`src/rtl/button_blip_gen.sv`:
```
// Up/down push-button front end: synchronise, debounce, press blip with optional
// hold auto-repeat, and a registered output stage gated by the game window.

module button_blip_chan #(
    parameter int unsigned DEBOUNCE_CYCLES = 1_000_000,
    parameter bit          REPEAT_EN       = 1'b1,
    parameter int unsigned REPEAT_DELAY    = 50_000_000,
    parameter int unsigned REPEAT_PERIOD   = 10_000_000,
    parameter int unsigned CNT_W           = 26
) (
    input  logic Clk100M,
    input  logic reset,
    input  logic btn,
    output logic db,
    output logic blip
);

    localparam logic [CNT_W-1:0] DB_LAST    = CNT_W'(DEBOUNCE_CYCLES - 1);
    localparam logic [CNT_W-1:0] DELAY_LAST = CNT_W'(REPEAT_DELAY - 1);
    localparam logic [CNT_W-1:0] PER_LAST   = CNT_W'(REPEAT_PERIOD - 1);

    typedef enum logic [1:0] {ST_IDLE, ST_PRESSED, ST_REPEAT} stateT;

    logic             syncA, syncB;
    logic [CNT_W-1:0] dbCnt;
    logic [CNT_W-1:0] rCnt, rCntNext;
    stateT            state, stateNext;

    always_ff @(posedge Clk100M or negedge reset) begin
        if (!reset) begin
            syncA <= 1'b0;
            syncB <= 1'b0;
        end else begin
            syncA <= btn;
            syncB <= syncA;
        end
    end

    // Counter only runs while the synced level disagrees with db; any match restarts it.
    always_ff @(posedge Clk100M or negedge reset) begin
        if (!reset) begin
            db    <= 1'b0;
            dbCnt <= '0;
        end else if (syncB == db) begin
            dbCnt <= '0;
        end else if (dbCnt == DB_LAST) begin
            db    <= ~db;
            dbCnt <= '0;
        end else begin
            dbCnt <= dbCnt + 1'b1;
        end
    end

    always_ff @(posedge Clk100M or negedge reset) begin
        if (!reset) begin
            state <= ST_IDLE;
            rCnt  <= '0;
        end else begin
            state <= stateNext;
            rCnt  <= rCntNext;
        end
    end

    // IDLE with db high can only follow a db rising edge, so it marks a fresh press.
    always_comb begin
        stateNext = state;
        rCntNext  = rCnt;
        blip      = 1'b0;
        if (!db) begin
            stateNext = ST_IDLE;
            rCntNext  = '0;
        end else begin
            case (state)
                ST_IDLE: begin
                    blip      = 1'b1;
                    stateNext = ST_PRESSED;
                    rCntNext  = '0;
                end
                ST_PRESSED: begin
                    if (REPEAT_EN) begin
                        if (rCnt == DELAY_LAST) begin
                            blip      = 1'b1;
                            stateNext = ST_REPEAT;
                            rCntNext  = '0;
                        end else begin
                            rCntNext = rCnt + 1'b1;
                        end
                    end
                end
                ST_REPEAT: begin
                    if (rCnt == PER_LAST) begin
                        blip     = 1'b1;
                        rCntNext = '0;
                    end else begin
                        rCntNext = rCnt + 1'b1;
                    end
                end
                default: begin
                    stateNext = ST_IDLE;
                    rCntNext  = '0;
                end
            endcase
        end
    end

endmodule

module button_blip_gen #(
    parameter int unsigned DEBOUNCE_CYCLES = 1_000_000,
    parameter bit          REPEAT_EN       = 1'b1,
    parameter int unsigned REPEAT_DELAY    = 50_000_000,
    parameter int unsigned REPEAT_PERIOD   = 10_000_000,
    parameter int unsigned CNT_W           = 26
) (
    input  logic Clk100M,
    input  logic reset,
    input  logic enable,
    input  logic btnUp,
    input  logic btnDown,
    output logic up,
    output logic down,
    output logic dbUp,
    output logic dbDown
);

    logic rawUp, rawDown;

    button_blip_chan #(
        .DEBOUNCE_CYCLES(DEBOUNCE_CYCLES),
        .REPEAT_EN      (REPEAT_EN),
        .REPEAT_DELAY   (REPEAT_DELAY),
        .REPEAT_PERIOD  (REPEAT_PERIOD),
        .CNT_W          (CNT_W)
    ) upChan (
        .Clk100M(Clk100M),
        .reset  (reset),
        .btn    (btnUp),
        .db     (dbUp),
        .blip   (rawUp)
    );

    button_blip_chan #(
        .DEBOUNCE_CYCLES(DEBOUNCE_CYCLES),
        .REPEAT_EN      (REPEAT_EN),
        .REPEAT_DELAY   (REPEAT_DELAY),
        .REPEAT_PERIOD  (REPEAT_PERIOD),
        .CNT_W          (CNT_W)
    ) downChan (
        .Clk100M(Clk100M),
        .reset  (reset),
        .btn    (btnDown),
        .db     (dbDown),
        .blip   (rawDown)
    );

    // Coincident blips cancel; masked blips are dropped rather than held.
    always_ff @(posedge Clk100M or negedge reset) begin
        if (!reset) begin
            up   <= 1'b0;
            down <= 1'b0;
        end else begin
            up   <= rawUp & enable & ~rawDown;
            down <= rawDown & enable & ~rawUp;
        end
    end

endmodule
```
`config.mk`:
```
export PLATFORM = sky130hd
export DESIGN_NAME = button_blip_gen
export DESIGN_NICKNAME = d
export VERILOG_FILES = /design/src/rtl/button_blip_gen.sv
export SDC_FILE = /design/constraint.sdc
export NUM_CORES = 1
export LEC_CHECK = 0
export CAP_MARGIN = 20
export CORE_ASPECT_RATIO = 0.75
export CORE_UTILIZATION = 52
export DETAILED_ROUTE_END_ITERATION = 8
export PLACE_DENSITY_LB_ADDON = 0.08
export REMOVE_ABC_BUFFERS = 1
export SETUP_SLACK_MARGIN = 0.1
export SYNTH_ARGS = -nofsm -noshare
export SYNTH_HDL_FRONTEND = slang
export SYNTH_SLANG_ARGS = --single-unit
```
`constraint.sdc`:
```
create_clock -name Clk100M -period 1.9 [get_ports Clk100M]
set_input_delay 0.475 -clock Clk100M [delete_from_list [all_inputs] [get_ports Clk100M]]
set_output_delay 0.475 -clock Clk100M [all_outputs]
set_load 0.1 [all_outputs]
```
==> metrics.txt, run 1 <==
CP peak stage delay=around 0.37 ns; Buf/Inv on CP=2; CP Max Fanout=7; Lkg Pwr=approximately 3.3 nW; Area contributors post-synth=dfrtp_1 (49%), xor2_1 (8.4%), nor2_1 (7.2%); Final setup viols=15; Final Instance Area=between 7000 and 8000 um2; cell row count=33; Main synth FF type=dfrtp_1; status=complete, but fails checks; detailed-route via count=between 4000 and 5000; CTS Sinks=roughly 120; final worst path period share=1.007; max-cap violation count=0; Peak VDD IR=between 600 and 700 uV; largest net degree at the start of global routing=36; post-synthesis instance total=approximately 600; IO Port Bufs=8; dpl hpwl=a little under 8000 um; Initial Utilization=0.5388; placed cell count=~770; slowest cell on the critical path=dfrtp_1; relative slew slack=0.7040; Final #Nets=about 700; global-route wire length before repair=21500 um; total CTS buffers=17; Critical Path AT=~2.2 ns; failing checks=setup timing; clk_lat worst skew=just over 0.4 ns; drt initial violations=around 280; H-tree level count=4; post-route insts no fill=829; Overflow after GRT=0; Slew @ Worst Pin=about 0.44 ns; Setup CP Type=flop to flop; Min-Delay Path Class=input port to asynchronous set/reset pin; GRT Total Usage=0.2322; sequential area share after synthesis=0.4905; DRT Pass-1 Iters=6; Max Root-Sink Buffers=2; root buffer cell=clkbuf_16; drt via density=5.598; startpoint types=flop; Ports=9; CTS tree=built; syn avg cell area=~9.9 um2; CP required=2.19 ns; drt total wl=13950 um; PnR Total Power=6.068 mW; core area=about 11000 um2; GP Congestion=0.7798; area grow syn2layout=34.50%; clk slew on worst S/H paths=around 0.060 ns; Final Hold Fails=0; Fill cells=~790; Async SR Flop Fraction=1.000; CP cell instances=ha_2, and4_4, nand2_4, nor4_4, buf_4, or2_4, clkbuf_16, nor2_4; final setup margin=-0.01425 ns; Setup Skew=0.007761 ns; final antenna-violating net count=0; fin crit period=~1.9 ns; #FFs+latches synth=116; dpl cell area=roughly 6500 um2; Die W=~130 um; Power Density=roughly 760 nW/um2; Yosys cell types=44; Cell Area, Synth=~6000 um2; area leader, netlist=dfrtp_1; unrepaired setup endpoints after global routing=true; Peak Freq=522.4 MHz; Pins Over Slew Limit=0; CP delay by family, top=simple AND/OR/NAND/NOR gates; initial antenna violation count=0; Syn. warnings=0; number of flops mapped to enable cells by yosys=0; share of cells above drive strength 1=0.2874; Reg-to-Reg Start=downChan.dbCnt[0]; die footprint=11820 um2; vias in the first global route=about 4400; WL per Instance=~17 um; Die Ht=between 90 and 100 um; endpoint type of the worst setup path=flop; post-synth top area share=0.4905; # diodes=0; beginning of the critical path=downChan.dbCnt[0]; Remaining DRCs=0
[report_power, final]
group / internal (mW) / switching, mW / total [mW]
Sequential: 2.49 / 0.0117 / 2.50
Clock: 2.20 / 1.19 / 3.39
Combinational: 0.0681 / 0.112 / 0.180
[flip-flops by register name, indices dropped and copies added, names as in the netlist]
name and flops:
upChan.state 2, down 1, downChan.syncB 1, upChan.db 1
up 1, downChan.state 2, downChan.dbCnt 26, upChan.syncB 1
upChan.syncA 1, upChan.dbCnt 26, upChan.rCnt 26, downChan.syncA 1
downChan.rCnt 26, downChan.db 1
[final timing paths]
| kind | endpoint | slack (ns) | cells past startpoint |
|---|---|---|---|
| worst min register to register | upChan.syncB | 0.35 | 0 |
| worst max-delay path | downChan.dbCnt[13] | -0.01 | 8 |
| min in group Clk100M | upChan.syncB | 0.35 | 0 |
| worst max register to register | downChan.dbCnt[13] | -0.01 | 8 |
| worst min-delay path | downChan.rCnt[11] | 0.008 | 1 |
| max in group asynchronous | upChan.dbCnt[19] | 1.34 | 2 |
[worst register-to-register path: stages (launching register included)]
cell,delay (ns)
dfrtp_1,0.37
ha_2,0.20
and4_4,0.27
nand2_4,0.07
nor4_4,0.29
buf_4,0.16
or2_4,0.19
clkbuf_16,0.21
nor2_4,0.04
[routing by layer]
layer  track usage  share of wire
met1        0.3146           0.45
met2        0.3724           0.49
met3       0.04589          0.038
met4       0.08841          0.018
met5             0              0
[cells by family (layout without fill, tap and decap cells)]
logic type	Yosys count	count (layout)	share of synthesized area
AOI/OAI and AO/OA	14	14	0.01818
xor gates and xnor gates	96	96	0.1421
adders and majority gates	14	14	0.02960
buffers and inverters	33	126	0.02579
DFF	116	116	0.4905
muxes	5	5	0.008668
and+or+nand+nor	318	318	0.2852
[repair_timing]
action / 4_1_cts / 5_1_grt
hold endpoints to repair: 0 / 0
hold buffers: 0 / 0
pin swaps: 14 / 49
setup buffers: 12 / 11
cloned: 2 / 5
endpoints found under the setup margin: 109 / 111
resized for setup: 22 / 103
[layout make-up]
cell class                 count  area [um2]  share of cell area
multi-input combinational    447        3328              0.4181
clock buffer                  17       425.4             0.05344
tap                          140       175.2             0.02201
clock inverter                15       203.9             0.02562
inverter                      16       60.06            0.007545
sequential                   116        2904              0.3648
timing repair buffer          78       863.3              0.1085
[placed cells by master (no fill, tap or decap), drive strengths merged, types with 19 or more instances in the layout]
cell,instances
nand4,29
clkbuf,21
dfrtp,116
xnor2,39
nand3,45
nand2,33
nor2,116
inv,19
buf,71
xor2,57
[Yosys cell counts, types with 2 or more instances]
cell        n
buf_6       2
nor4b_1     4
clkbuf_1    6
xor2_1     57
buf_2       8
and3_1     15
nor2_1    113
or3_1       5
nand2_1    33
nand3_1    45
nor4_1     11
nor3_1     10
a21boi_1    2
o21a_1      2
nor2_2      3
nand4_1    28
nor4bb_1    3
ha_1       14
and4_1     18
a21oi_1     3
inv_1      16
nand4b_1    2
and2_1      9
xnor2_1    39
dfrtp_1   116
nor3_2      6
o21ai_0     4
or2_2       2
or4_1       2
mux2i_1     4
[stage by stage]
step	worst slack, ns	hold WS, ns	TNS (ns)	util
CTS	-0.01845	0.01467	-0.4040	0.6715
floorplan	-0.1421	0.1794	-3.703	-
global route	-0.08305	0.02942	-3.595	0.7248
global placement	0.003983	0.3424	0	0.5924
detailed placement	-0.04102	0.3396	-0.7212	0.5924
finish	-0.01425	0.008416	-0.06774	0.7248
Power figures use the tool's default switching activity.
==> run 2, diff against run 1 <==
- clock period: 1.9 -> 1.8 ns (I/O delays scaled with it)
==> run 2 against run 1 <==
  * The run still ends with setup timing left
  * Combinational power up 17%
  * Clock skew hardly changed
  * Sequential cell count stayed put
  * Wire length grew 3.5%
  * Design area grew 4.1%
  * Largest cell class unchanged
  * Largest power group unchanged
==> metrics.txt, run 2 (same netlist as run 1, synthesis figures left out) <==
end-of-flow core utilization=0.7547; drt total wl=roughly 14000 um; largest net degree at the start of global routing=55; DRT Pass-1 Iters=6; fin crit period=slightly below 2 ns; Net Sw Frac=0.2111; Setup CP Type=flop to flop; Min-Delay Path Class=flop to flop; final antenna-violating net count=0; Power Density=between 700 and 800 nW/um2; share of cells above drive strength 1=0.3516; Slew @ Worst Pin=between 0.3 and 0.4 ns; Hold Crit Depth=0; global-route wire length before repair=between 20000 and 25000 um; drt via density=between 5 and 6; Pins Over Slew Limit=0; CP Max Fanout=7; Switch Pwr=roughly 1.3 mW; Critical Path AT=2.26 ns; PnR Total Power=5.958 mW; Final setup viols=82; GRT Total Usage=0.2469; Lkg Pwr=3.446 nW; H-tree level count=4; drt initial violations=between 200 and 250; area grow syn2layout=40.06%; clk_lat worst skew=~0.4 ns; CTS tree=built; IO Port Bufs=8; root buffer cell=clkbuf_16; Overflow after GRT=0; Int Power=about 4.7 mW; Max Root-Sink Buffers=2; initial antenna violation count=0; GP Congestion=roughly 0.8; cell row count=33; total CTS buffers=17; vias in the first global route=~4700; relative slew slack=0.7377; endpoint type of the worst setup path=flop; Die W=~130 um; final setup margin=-0.1680 ns; core area=about 11000 um2; Sequential Power Share=0.443; Peak VDD IR=837.6 uV; Remaining DRCs=0; status=complete, but fails checks; Ports=9; Setup Skew=approximately 0.0075 ns; clock power share=0.522; Fill cells=approximately 710; Die Ht=roughly 94 um; startpoint types=flop; detailed-route via count=around 4700; Min Hold Slack=about 0.35 ns; Final #Nets=just over 700; leading cell type in the layout, fill and taps excluded=dfrtp_1; die footprint=roughly 12000 um2; commonest non-fill, non-tap cells in the layout=dfrtp_1 (112), buf_4 (73), xor2_1 (57), nor2_4 (48), nor2_1 (47); r2r worst-path depth=7; CTS Sinks=116; Final Hold Fails=0; # diodes=0; clk slew on worst S/H paths=0.05 ns; logic gate share of total power=0.035; max-cap violation count=0; dpl hpwl=8111 um; unrepaired setup endpoints after global routing=true; final worst path period share=1.093; CP required=roughly 2.1 ns; Peak Freq=slightly above 500 MHz; Initial Utilization=0.5388; WL per Instance=16.97 um; failing checks=setup timing
[run 2: cell types whose count changed in the layout (fill, tap and decap cells not counted), moves of 4 or more]
cell | previous run | this run
nor4_2 | 4 | 8
nor2_2 | 10 | 21
clkbuf_1 | 0 | 6
nor2_1 | 71 | 47
buf_4 | 53 | 73
clkinvlp_4 | 4 | 0
nor4_1 | 6 | 2
nor2_4 | 35 | 48
[run 2: layout make-up]
class	count	area [um2]	area share
Multi-Input combinational cell	447	3546	0.4278
Sequential cell	116	2908	0.3508
Timing Repair Buffer	102	1062	0.1282
Clock buffer	26	489.2	0.05902
Tap cell	140	175.2	0.02113
Inverter	16	60.06	0.007245
Clock inverter	4	48.80	0.005887
[run 2: worst paths after layout]
check / start / slack [ns] / to
worst max-delay path: downChan.rCnt[8] / -0.17 / downChan.rCnt[17]
max in group asynchronous: reset / 0.69 / upChan.dbCnt[15]
worst min register to register: downChan.syncA / 0.35 / downChan.syncB
min in group asynchronous: reset / 0.49 / downChan.rCnt[11]
worst min-delay path: downChan.syncA / 0.35 / downChan.syncB
worst max register to register: downChan.rCnt[8] / -0.17 / downChan.rCnt[17]
[run 2: what timing repair did]
action | 4_1_cts | 5_1_grt
hold endpoints to repair | 20 | 0
cloned | 5 | 3
gates resized for setup | 97 | 91
setup buffers | 9 | 5
endpoints found under the setup margin | 111 | 111
hold buffers | 1 | 0
pin swaps | 30 | 49
[run 2: layer usage]
layer	vias to the layer above	global-route usage	wire [um]
li1	2270	-	-
met2	104	0.4101	7185
met1	2346	0.3156	6422
met3	28	0.05326	558
met5	-	0	0
met4	0	0.1087	272
[run 2: stage by stage]
step	instance area, um2	setup TNS (ns)	setup slack [ns]	std cells
after floorplan	5826	-10.66	-0.2421	579
after global placement	6734	-0.2984	-0.01375	799
after detailed placement	6734	-2.484	-0.09887	799
after CTS	7860	-0.7175	-0.04200	844
after global routing	8289	-14.15	-0.2369	851
final	8289	-8.931	-0.1680	851
[run 2: critical path, stage by stage, from the launching register on]
cell      delay, ns
dfrtp_2        0.44
nor4_4         0.32
nand4_1        0.21
o21a_1         0.28
o211ai_2       0.24
buf_6          0.17
buf_16         0.16
nor2_4         0.04
[run 2: power groups by stage]
| stage | clock network [mW] | logic, mW | registers (mW) |
|---|---|---|---|
| after floorplan | 0 | 0.0347 | 2.68 |
| after global placement | 0 | 0.138 | 2.68 |
| after detailed placement | 0 | 0.141 | 2.68 |
| after CTS | 3.15 | 0.187 | 2.64 |
| after global routing | 3.29 | 0.232 | 2.64 |
| final | 3.11 | 0.211 | 2.64 |
==> variant 1: new RTL, settings of run 1 <==
Re-encode `stateT` (3 states) as one-hot, 3 bits wide.
--- a/src/rtl/button_blip_gen.sv
+++ b/src/rtl/button_blip_gen.sv
@@ -20,5 +20,5 @@
     localparam logic [CNT_W-1:0] PER_LAST   = CNT_W'(REPEAT_PERIOD - 1);
 
-    typedef enum logic [1:0] {ST_IDLE, ST_PRESSED, ST_REPEAT} stateT;
+    typedef enum logic [2:0] {ST_IDLE = 3'b001, ST_PRESSED = 3'b010, ST_REPEAT = 3'b100} stateT;
 
     logic             syncA, syncB;
Function: same outputs for any inputs over 10 cycles, from zero or initial values and one cycle with reset low; not proved beyond that.
==> variant 1 against run 1 <==
- the flow still finishes with violations (setup timing)
- sequential power grew 2%
- sequential cell count grew 2
- area after synthesis shrank 1.1%
- cell count grew 0.48%
- sequential share of layout area grew 1.9 points
- total power grew 0.32%
- cell area shrank 3.0%
- wire length shrank 7.3%
- die area shrank 1.0%
- setup slack lost 0.092 ns
- critical path depth grew 2
- synthesized cell count grew 1.0%
- global-route usage grew 0.36 points
- largest cell class unchanged
==> variant 1: results (changes against run 1) <==
* Syn Inst Count at 602 (+1.0%)
* # resized after CTS at 39 (+77%)
* Reg2reg path depth at 10 (+2)
* Failing checks: setup timing
* Placed insts at 780 (+1.7%)
* Crit-path leading delay family: buffers and inverters
* Final std cells w/o fill at 833 (+0.48%)
* Netlist cell types at 51 (+16%)
* DP Wirelength at 7.81 mm (-1.2%)
* Final setup margin at -0.106 ns (-0.0918 ns)
* Worst-margin pin slew at 0.456 ns (+0.0123 ns)
* 1st-pass router iterations at 4 (-2)
* PD cells at 789 nW/um2 (+3.5%)
* Status: finished with violations
* Top cells by count, synth: nor2_1 (125), dfrtp_1 (116), xor2_1 (50)
* Sequential area share after synthesis at 50.5% (+1.4 points)
* Gpl congestion at 0.822 (+5.5%)
* Final setup viols at 53 (+38)
* Drt via density at 5.45 (-2.6%)
* Nets at 689 (-0.86%)
* Synth area leaders: dfrtp_1 (50%), nor2_1 (8.0%), xor2_1 (7.5%)
* Grt met1 use at 32.2% (+0.70 points)
* First-pass GRT wire length at 21.7 mm (+0.83%)
* Vias in the first global route at 4448 (+1.0%)
* Total wire length at 12.9 mm (-7.3%)
* Grt met3 use at 5.47% (+0.88 points)
* Peak supply drop at 0.616 mV (-5.1%)
* Static Leak at 3.09 nW (-5.1%)
* Placed Instance Area at 6460 um2 (-0.65%)
* Postcts setup bufs at 11 (-1)
* Setup crit start: downChan.rCnt[0]
* Initial DRC Count at 246 (-11%)
[variant 1: cell types whose count changed after synthesis, sizes merged, moves of 4 or more]
cell and delta:
and2 -5, and4 -8, ha -10, mux2i -4, nor2 +15, nor2b +5, nor3 +7, or3 -4
xnor2 +9, xor2 -7
[variant 1: area by class of cell]
cell class | instances | area [um2]
fillers | 806 | 3220
multi-input cells | 456 | 3090
flip-flops and latches | 118 | 2960
repair buffers | 73 | 803
clock buffers | 21 | 460
well taps | 140 | 175
clock inverters | 11 | 174
inverters | 14 | 52.6
[variant 1: logic make-up (layout without fill, tap and decap cells)]
group | count (synthesis) | in the layout | synth area share [%]
flops | 118 | 118 | 50.5
xor+xnor | 98 | 98 | 14.7
buf+inv | 28 | 119 | 2.22
compound gates | 19 | 19 | 2.31
simple gates | 333 | 333 | 29.1
mux | 2 | 2 | 0.385
fa+ha+maj | 4 | 4 | 0.855
==> variant 2: new RTL, settings of run 1 <==
Without the edit above. `REPEAT_DELAY` is set to 50_000_000 in 2 places; all go to 33_554_432.
--- a/src/rtl/button_blip_gen.sv
+++ b/src/rtl/button_blip_gen.sv
@@ -5,5 +5,5 @@
     parameter int unsigned DEBOUNCE_CYCLES = 1_000_000,
     parameter bit          REPEAT_EN       = 1'b1,
-    parameter int unsigned REPEAT_DELAY    = 50_000_000,
+    parameter int unsigned REPEAT_DELAY    = 33_554_432,
     parameter int unsigned REPEAT_PERIOD   = 10_000_000,
     parameter int unsigned CNT_W           = 26
@@ -109,5 +109,5 @@
     parameter int unsigned DEBOUNCE_CYCLES = 1_000_000,
     parameter bit          REPEAT_EN       = 1'b1,
-    parameter int unsigned REPEAT_DELAY    = 50_000_000,
+    parameter int unsigned REPEAT_DELAY    = 33_554_432,
     parameter int unsigned REPEAT_PERIOD   = 10_000_000,
     parameter int unsigned CNT_W           = 26
Check against the original RTL: no difference found for any inputs over 10 cycles, from zero or initial values and one cycle with reset low; that may be too few to reach the edited logic, so the function may still have changed.
==> variant 2 against run 1 <==
- the run still ends with setup timing left
- area after synthesis is 0.95% lower
- wire length fell by 3.8%
- sequential cell count stayed put
- cell area decreased by 2.5%
- worst hold slack gained 0.053 ns
- setup slack got worse by 0.55 ns
- clock skew is 0.0099 ns higher
- synthesized cell count grew 0.34%
- first-iteration DRC count is 3.6% higher
- total power fell by 2.9%
- critical path type unchanged
- highest routed layer unchanged
==> variant 2: results (changes against run 1) <==
* Status: finished with violations
* Failing checks: setup timing
* First-pass GRT wire length at 22.8 mm (+6.2%)
* NonClk Buf Share at 10.8% (-0.093 points)
* Pin count of the biggest net entering global routing at 68 (+89%)
* Gpl congestion at 0.795 (+1.9%)
* Slowest cell on the critical path: or4b_1
* Crit path max fanout at 6 (-1)
* Count of multi-input gates at 450 (+0.67%)
* GRT Overall Usage at 24.5% (+1.3 points)
* Logic pwr share at 2.0% (-1.0 points)
* Clk tree area frac at 7.90% (about the same)
* Static Leak at 3.32 nW (+2.0%)
* Non-CTS buffers at 79 (+1.3%)
* CP peak stage delay at 0.55 ns (+0.18 ns)
* Internal power at 4.72 mW (-0.83%)
* Final setup margin at -0.566 ns (-0.552 ns)
* Netlist cell types at 38 (-14%)
* Worst-margin pin slew at 0.533 ns (+0.0888 ns)
* Multi-input combinational area share at 40.9% (-0.94 points)
* Placed insts at 790 (+3.0%)
* Clock skew at 0.0177 ns (+0.00992 ns)
* Initial DRC Count at 286 (+3.6%)
* Reg2Reg Setup Slack at -0.57 ns (-0.55 ns)
* TNS Setup at -15.02 ns (-14.95 ns)
* DR WL met3 at 397 um (-24%)
* Top cells by count, synth: dfrtp_1 (116), nor2_1 (116), xor2_1 (71)
* Avg Inst Size Synth at 9.80 um2 (-1.3%)
* R2r startpoint: downChan.rCnt[18]
* Clock group at 3.27 mW (-4%)
* Final hold slack at 0.0617 ns (+0.0533 ns)
* DP Wirelength at 8.29 mm (+4.8%)
* CP arrival at 2.77 ns (+0.56 ns)
* Input/output buffers at 8 (unchanged)
* M1 WL at 6.34 mm (about the same)
* Final setup viols at 38 (+23)
* Sequential area share after synthesis at 49.5% (+0.47 points)
* Nonclk inv count at 17 (+1)
* Sequential share of cell area at 37.4% (+0.92 points)
* Drt via density at 5.59 (-0.13%)
* Wirelength per Cell at 16.1 um (-4.3%)
* 1st-pass router iterations at 5 (-1)
* Nets at 702 (+1.0%)
* Grt met1 use at 33.5% (+2.1 points)
* Met2 wire len at 6.61 mm (-3.1%)
* Reg2reg path depth at 7 (-1)
* Synth area leaders: dfrtp_1 (50%), xor2_1 (11%), nor2_1 (7.4%)
* Placed Instance Area at 6590 um2 (+1.2%)
* Layout area overhead at 32.4%
* CLK BUF at 23 (+6)
* Met2 usage at 39.5% (+2.3 points)
* Grt met3 use at 5.01% (+0.42 points)
* Share of cells above drive strength 1 at 24.4% (-4.4 points)
-- variant 2: changes by cell type after synthesis, sizes merged, moves of 3 or more --
cell | before | now
and2 | 9 | 3
xor2 | 57 | 71
xnor2 | 39 | 27
or3 | 5 | 0
nor3 | 16 | 13
nand2 | 33 | 36
mux2i | 4 | 0
and4 | 18 | 15
nand4 | 29 | 39
buf | 11 | 5
clkbuf | 6 | 10
-- variant 2: cells by family after synthesis --
| family | share of synthesized area [%] |
|---|---|
| adder cells (fa/ha/maj) | 3.42 |
| AND/OR/NAND/NOR | 27.2 |
| multiplexers | 0.192 |
| AO/OA/AOI/OAI | 2.69 |
| flip-flops | 49.5 |
| buffers and inverters | 2.37 |
| XOR/XNOR | 14.6 |
-- variant 2: what timing repair did --
action                     4_1_cts  5_1_grt
pin swaps                       29       18
gates resized for setup         54       48
cloned                           4        1
buffers inserted                 6        1
setup endpoints to repair       80      101
